--- src/rtl/turn_controller.sv ---
// Game-phase sequencer: title -> player -> enemy -> resolve, with turn counting,
// board rotation and an enemy-phase watchdog. Phase changes land only on frame starts.
module turn_controller #(
  parameter int MAX_TURNS = 10,
  parameter int TIMEOUT   = 1_000_000
) (
  input  logic       clk,
  input  logic       rst,
  input  logic       frame_start_in,
  input  logic       start_in,
  input  logic       confirm_in,
  input  logic       rotate_btn_in,
  input  logic       enemy_busy_in,
  input  logic       enemy_finished_in,
  output logic [3:0] state_out,
  output logic [3:0] turn_out,
  output logic [1:0] rotate_out,
  output logic       phase_change_out,
  output logic       timeout_out
);

  typedef enum logic [3:0] {
    S_OVER    = 4'b0000,
    S_TITLE   = 4'b0001,
    S_PLAYER  = 4'b0010,
    S_RESOLVE = 4'b0100,
    S_ENEMY   = 4'b1000
  } state_t;

  localparam int              CNT_W     = $clog2(TIMEOUT + 1);
  localparam logic [CNT_W-1:0] CNT_LAST = CNT_W'(TIMEOUT - 1);
  localparam logic [3:0]      TURN_LAST = 4'(MAX_TURNS - 1);

  state_t           r_state, w_state_nxt;
  logic             r_pending, w_pending_nxt;
  logic [3:0]       r_turn, w_turn_nxt;
  logic [1:0]       r_rotate, w_rotate_nxt;
  logic             r_phase_change, w_phase_change_nxt;
  logic             r_timeout, w_timeout_nxt;
  logic [CNT_W-1:0] r_cnt, w_cnt_nxt;
  logic             r_seen_busy, w_seen_busy_nxt;
  logic             w_event;
  logic             w_tmo_hit;
  logic             w_fire;

  always_ff @(posedge clk or negedge rst) begin
    if (!rst) begin
      r_state        <= S_TITLE;
      r_pending      <= 1'b0;
      r_turn         <= 4'd0;
      r_rotate       <= 2'd0;
      r_phase_change <= 1'b0;
      r_timeout      <= 1'b0;
      r_cnt          <= '0;
      r_seen_busy    <= 1'b0;
    end else begin
      r_state        <= w_state_nxt;
      r_pending      <= w_pending_nxt;
      r_turn         <= w_turn_nxt;
      r_rotate       <= w_rotate_nxt;
      r_phase_change <= w_phase_change_nxt;
      r_timeout      <= w_timeout_nxt;
      r_cnt          <= w_cnt_nxt;
      r_seen_busy    <= w_seen_busy_nxt;
    end
  end

  always_comb begin
    w_state_nxt        = r_state;
    w_turn_nxt         = r_turn;
    w_rotate_nxt       = r_rotate;
    w_phase_change_nxt = 1'b0;
    w_timeout_nxt      = r_timeout;
    w_cnt_nxt          = r_cnt;
    w_seen_busy_nxt    = r_seen_busy;
    w_event            = 1'b0;
    w_tmo_hit          = (r_state == S_ENEMY) && !r_seen_busy && (r_cnt == CNT_LAST);

    case (r_state)
      S_TITLE, S_OVER: w_event = start_in;
      S_PLAYER: begin
        w_event = confirm_in;
        if (rotate_btn_in) w_rotate_nxt = r_rotate + 2'd1;
      end
      S_ENEMY: begin
        w_event = enemy_finished_in | w_tmo_hit;
        if (enemy_busy_in) w_seen_busy_nxt = 1'b1;
        if (r_cnt != CNT_LAST) w_cnt_nxt = r_cnt + 1'b1;
        // A finish in the same cycle, or one already latched, wins over the watchdog.
        if (w_tmo_hit && !enemy_finished_in && !r_pending) w_timeout_nxt = 1'b1;
      end
      S_RESOLVE: w_event = 1'b1;
      default: w_event = 1'b0;
    endcase

    w_fire        = frame_start_in && (r_pending || w_event);
    w_pending_nxt = r_pending | w_event;

    if (w_fire) begin
      w_pending_nxt      = 1'b0;
      w_phase_change_nxt = 1'b1;
      case (r_state)
        S_TITLE: begin
          w_state_nxt   = S_PLAYER;
          w_turn_nxt    = 4'd0;
          w_rotate_nxt  = 2'd0;
          w_timeout_nxt = 1'b0;
        end
        S_PLAYER: begin
          w_state_nxt     = S_ENEMY;
          w_cnt_nxt       = '0;
          w_seen_busy_nxt = 1'b0;
        end
        S_ENEMY: begin
          if (r_turn == TURN_LAST) begin
            w_state_nxt = S_OVER;
          end else begin
            w_state_nxt = S_RESOLVE;
            w_turn_nxt  = r_turn + 4'd1;
          end
        end
        S_RESOLVE: w_state_nxt = S_PLAYER;
        S_OVER:    w_state_nxt = S_TITLE;
        default:   w_state_nxt = S_TITLE;
      endcase
    end
  end

  assign state_out        = r_state;
  assign turn_out         = r_turn;
  assign rotate_out       = r_rotate;
  assign phase_change_out = r_phase_change;
  assign timeout_out      = r_timeout;

endmodule
--- config.mk ---
export PLATFORM = sky130hd
export DESIGN_NAME = turn_controller
export DESIGN_NICKNAME = d
export VERILOG_FILES = /design/src/rtl/turn_controller.sv
export SDC_FILE = /design/constraint.sdc
export NUM_CORES = 1
export LEC_CHECK = 0
export CAP_MARGIN = 5
export CORE_MARGIN = 5
export CORE_UTILIZATION = 30
export CTS_CLUSTER_SIZE = 25
export DETAILED_ROUTE_END_ITERATION = 16
export PLACE_DENSITY_LB_ADDON = 0.25
export SETUP_SLACK_MARGIN = 0.5
export SYNTH_ARGS = -nofsm -noshare
export SYNTH_HDL_FRONTEND = slang
export SYNTH_SLANG_ARGS = --single-unit
--- constraint.sdc ---
create_clock -name clk -period 2.7 [get_ports clk]
set_clock_uncertainty 0.15 [all_clocks]
set_input_delay 0.54 -clock clk [delete_from_list [all_inputs] [get_ports clk]]
set_output_delay 0.54 -clock clk [all_outputs]
set_load 0.03 [all_outputs]
---- Word level (Yosys, flattened, before mapping) ----
Cells that the tools add are included.
word-level totals
  register bits after elaboration ......... 34
  output and inout port bits .............. 12
operators by class
  add/sub/neg operators ................... 3
  eq/ne operators ......................... 8
  mux-type cells .......................... 23
  bitwise logic cells ..................... 2
  reductions and logical operators ........ 14
operators by type and width
  operator                                                                count
  20-bit 2-to-1 mux                                                       4
  20-bit by 1-bit adder with 20-bit output (second input constant)        1
  20-bit equality test (second input constant)                            1
  20-bit inequality test (second input constant)                          1
  4-bit one-hot mux with 3 select lines                                   1
  1-bit 2-to-1 mux                                                        10
  4-bit equality test (second input constant)                             2
  2-bit 2-to-1 mux                                                        4
  4-bit one-hot mux with 2 select lines                                   1
  1-bit logical AND                                                       5
  4-bit by 1-bit adder with 4-bit output (second input constant)          1
  4-bit by 1-bit equality test with 1-bit output (second input constant)  1
  4-bit by 2-bit equality test with 1-bit output (second input constant)  1
  4-bit by 3-bit equality test with 1-bit output (second input constant)  1
  4-bit logical NOT                                                       1
  4-bit 2-to-1 mux                                                        1
  1-bit one-hot mux with 4 select lines                                   1
  2-bit OR reduction                                                      2
  1-bit logical NOT                                                       3
  3-bit 2-to-1 mux                                                        1
  3-bit AND reduction                                                     1
  2-bit by 1-bit adder with 2-bit output (second input constant)          1
  2-bit inequality test (second input constant)                           1
  1-bit bitwise OR                                                        2
  other kinds (2)                                                         2

---- Longest topological paths before layout ----
  depth after elaboration ................. 9
  gate-level depth with buffers ........... 8

---- Worst setup path after synthesis ----
Ideal clock, no wire load.
  path type ............................... reg-to-reg
  start point ............................. register r_state[2] (netlist: state_out[2])
  end point ............................... register r_cnt[3]
  library setup time ...................... 126 ps
  arrival time ............................ 2203 ps
  setup slack ............................. 222 ps
  cell stages (with the launch flop) ...... 9
  path buffers ............................ 2
  clock period less this slack ............ 2478 ps
  cells stage by stage .................... dfrtp_1 -> buf_2 -> or3b_2 -> nor2_1 -> a2111oi_4 -> a21boi_4 -> and2_4 -> buf_6 -> nor3_1
between the ends
  longest elaborated chain between the ends .. 8
RTL lines
  what                                     RTL line  RTL
  from (decl)                              34        state_t r_state, w_state_nxt;
  from (signal assigned)                   57        r_state <= w_state_nxt;
  4-bit equality test                      77, 79
  1-bit logical AND (2 in a row)           77        w_tmo_hit = (r_state == S_ENEMY) && !r_seen_busy && (r_cnt == CNT_LAST);
  1-bit bitwise OR                         86        w_event = enemy_finished_in | w_tmo_hit;
  1-bit one-hot mux with 4 select lines *  79        case (r_state)
  1-bit logical OR *                       96        w_fire = frame_start_in && (r_pending || w_event);
  1-bit logical AND *                      96
  net w_fire                               44        logic w_fire;
  20-bit 2-to-1 mux *                      99        if (w_fire) begin
  net w_cnt_nxt[3]                         40        logic [CNT_W-1:0] r_cnt, w_cnt_nxt;
  to (signal assigned)                     63        r_cnt <= w_cnt_nxt;
  to (decl)                                40
Mark *: on every way through the listed nets, which the timed path passes. The rest lies on a longest branch.
A chain may end at the register's enable or synchronous reset.

---- Final worst setup path ----
  start point ............................. register r_cnt[6]
  end point ............................... register r_state[3] (netlist: state_out[3])
between the ends
  longest elaborated chain between the ends .. 6
RTL lines
  what                                   RTL line
  20-bit equality test                   77
  1-bit logical AND                      77
  1-bit bitwise OR                       86
  1-bit one-hot mux with 4 select lines  79
  1-bit logical OR                       96
  1-bit logical AND                      96
  net w_fire                             44
The timed path passes the listed nets, and every way through them passes these cells.

==> results.py <==
metrics = {
    "final_layout": {
        "nets": 237,
        "final_util_pct": 43.1,
        "stdcell_count": 302,
        "syn2layout_area_growth_pct": 39.8,
        "drive_gt1_share_pct": 33.0,
        "diodes": 0,
    },
    "sta": {
        "setup_tns_ns": 0,
        "timing.fmax_mhz": 453,
        "drv_slew": 0,
        "hold_viol_final": 0,
        "period_share_pct": 81.8,
        "worst_slew_pin_slew_ns": 0.486,
        "setup_viol": 0,
        "min_period_ns": 2.21,
        "relSlewSlack_pct": 67.2,
        "rsz0062_at_grt": "true",
    },
    "floorplan": {
        "die_h_um": 87.8,
        "ios": 20,
        "std_cell_rows": 28,
        "die-area_um2": 7700,
        "core_um2": 5890,
        "die_w_um": 87.8,
        "start_util_pct": 30.8,
    },
    "place": {
        "port_buffers": 19,
        "dp.cells": 273,
        "gp_congestion": 0.751,
        "hpwl_um": 2510,
    },
    "synth": {
        "synth_top_family_by_area": "simple AND/OR/NAND/NOR gates",
        "synth_ff_type": "dfrtp_1",
        "synthArstFlopShare_pct": 100,
        "yosys.area_share.simple_pct": 23.7,
        "syn-instance-count": 180,
        "netlist_area_um2": 1810,
        "synth-seq-cells": 34,
        "synth_cell_types": 42,
        "ys_seq_area_share_pct": 47.0,
        "synth_area_per_cell_um2": 10.1,
        "synthAdderAreaFrac_pct": 2.07,
        "synth_compound_area_share_pct": 11.6,
        "synth_edf_count": 0,
        "muxShareOfSynthArea_pct": 2.90,
        "synth_nets": 191,
        "yosys.area_share.xor_xnor_pct": 8.69,
        "yosysWarnings": 0,
    },
    "critical_path": {
        "worstPathRequired_ns": 2.72,
        "cpPeakStageDelay_ns": 0.57,
        "arrival_ns": 2.23,
        "slowest_stage": "or4_4",
        "critPathKind": "reg -> reg",
        "cp-start-kind": "flop",
        "crit_path_start": "r_cnt[6]$_DFF_PN0_",
        "cp_max_fo": 7,
        "crit_path_end_kind": "flop",
        "crit_chain": "or4_4 -> nor3_4 -> nand4bb_4 -> a21boi_4 -> buf_12 -> mux2_4",
        "crit_family": "simple AND/OR/NAND/NOR gates",
        "r2r_start": "r_cnt[6]$_DFF_PN0_",
        "cp.buffers_inverters": 1,
        "rrSetupSlack_ns": 0.49,
    },
    "global_routing": {
        "grt_max_degree": 35,
        "grt_usage_pct": 12.0,
        "antenna_found_initial": 0,
        "grt-ovfl-total": 0,
        "grt_pass1_wl_um": 7040,
        "grt_pass1_vias": 1474,
    },
    "clock_network": {
        "cts_sinks": 34,
        "cts.clk_slew.worst_paths_ns": 0.07,
        "cts_tree": "done",
        "numCtsBuffers": 5,
        "clock_path_buffers": 2,
        "hold_buffers": 0,
        "htreeDepth": 2,
        "root_buffer": "clkbuf_8",
        "clock_latency_ns": 0.29,
    },
    "detailed_routing": {
        "wl_per_cell_um": 14.0,
        "remaining_drc_errors": 0,
        "initialDrtViolationCount": 88,
        "drt_wl_total_um": 4240,
        "drtPass1Iterations": 4,
        "vias": 1467,
        "via_per_inst": 4.86,
        "ant_nets": 0,
    },
    "power": {
        "leakagePower_nw": 1.04,
        "p_total_w": 0.00246,
        "ir_drop_mv": 0.300,
        "p_per_area_nw_per_um2": 971,
    },
    "job": {
        "maxCapViolCount": 0,
    },
    "status": {
        "status": "finished, final reports clean",
    },
    "hold_path": {
        "min_from": "turn_out[2]$_DFFE_PN0P_",
        "hp-class": "reg -> reg",
    },
}
cell type report:
class                   count  area (um2)
clock inverters             1        5.00
inverters                   7        26.3
clock buffers               7        86.3
fillers                   578        3350
multi-input cells         136        1060
well taps                  75        93.8
flip-flops and latches     34         856
repair buffers             42         405
report_power, final:
group | internal [W] | switching, W | leakage, nW | total, W
combinational | 0.000572 | 0.000521 | 0.551 | 0.00109
clock | 0.000206 | 0.000184 | 0.0482 | 0.000390
sequential | 0.000726 | 0.000254 | 0.439 | 0.000980
metal layers:
metal / vias to the layer above / track usage, % / share of wire (%)
li1: 728 / - / -
met1: 715 / 14.5 / 47
met2: 16 / 19.9 / 49
met3: 8 / 2.63 / 2.4
met4: 0 / 6.14 / 2.1
met5: - / 0 / 0
synthesized netlist by cell type, drive strengths merged, types with 4 or more instances:
cell type,n,area share (%)
xnor2,9,4.3
xor2,9,4.3
inv,7,1.4
nand3,8,2.2
nand4,4,1.4
buf,5,2.4
a21oi,12,3.3
o21ai,6,1.7
nor2,24,5.0
dfrtp,33,46
nand2,11,2.7
nor3,9,2.5
final timing paths:
path	endpoint	cells past startpoint
setup reg to reg	state_out[3]$_DFFE_PN0P_	6
hold reg to reg	turn_out[2]$_DFFE_PN0P_	1
max in group asynchronous	state_out[0]$_DFFE_PN1P_	2
hold / removal	turn_out[2]$_DFFE_PN0P_	1
setup / recovery	state_out[3]$_DFFE_PN0P_	6
min in group asynchronous	turn_out[2]$_DFFE_PN0P_	2
cells by family after synthesis:
| group | after synthesis |
|---|---|
| AO/OA/AOI/OAI | 30 |
| buffers and inverters | 13 |
| flip-flops | 34 |
| multiplexers | 5 |
| adder cells (fa/ha/maj) | 3 |
| XOR/XNOR | 18 |
| AND/OR/NAND/NOR | 77 |
through the flow:
stage | cell area, um2 | setup WS [ns] | hold slack (ns)
floorplan | 1850 | 0.380 | 0.0944
global placement | 2120 | 0.0400 | 0.355
detailed placement | 2120 | 0.00762 | 0.363
CTS | 2420 | 0.487 | 0.379
global route | 2540 | 0.426 | 0.424
finish | 2540 | 0.491 | 0.397
timing repair:
action / 4_1_cts / 5_1_grt
buffers inserted: 13 / 4
pin swaps: 5 / 10
setup endpoints to repair: 33 / 33
cloned: 4 / 0
resized for setup: 13 / 31
cell usage in the layout, fill, tap and decap left out, types with 4 or more instances in the layout:
master | synthesis | layout
inv_1 | 7 | 7
nor2_1 | 24 | 13
xor2_1 | 9 | 9
nor3_1 | 9 | 4
clkdlybuf4s50_1 | 0 | 17
and2_4 | 1 | 5
nor2_2 | 0 | 10
a21oi_2 | 0 | 5
nand3_1 | 8 | 8
o21ai_0 | 6 | 4
nand4_1 | 4 | 4
nand2_1 | 10 | 10
buf_4 | 0 | 17
clkbuf_8 | 0 | 6
nor3_2 | 0 | 4
xnor2_1 | 9 | 9
dfrtp_1 | 33 | 30
a21oi_1 | 12 | 6
flip-flops by register name (all words and copies together) (netlist names):
register          flops
state_out             4
r_cnt                20
turn_out              4
rotate_out            2
timeout_out           1
phase_change_out      1
r_pending             1
r_seen_busy           1
(Power assumes the default switching activity.)
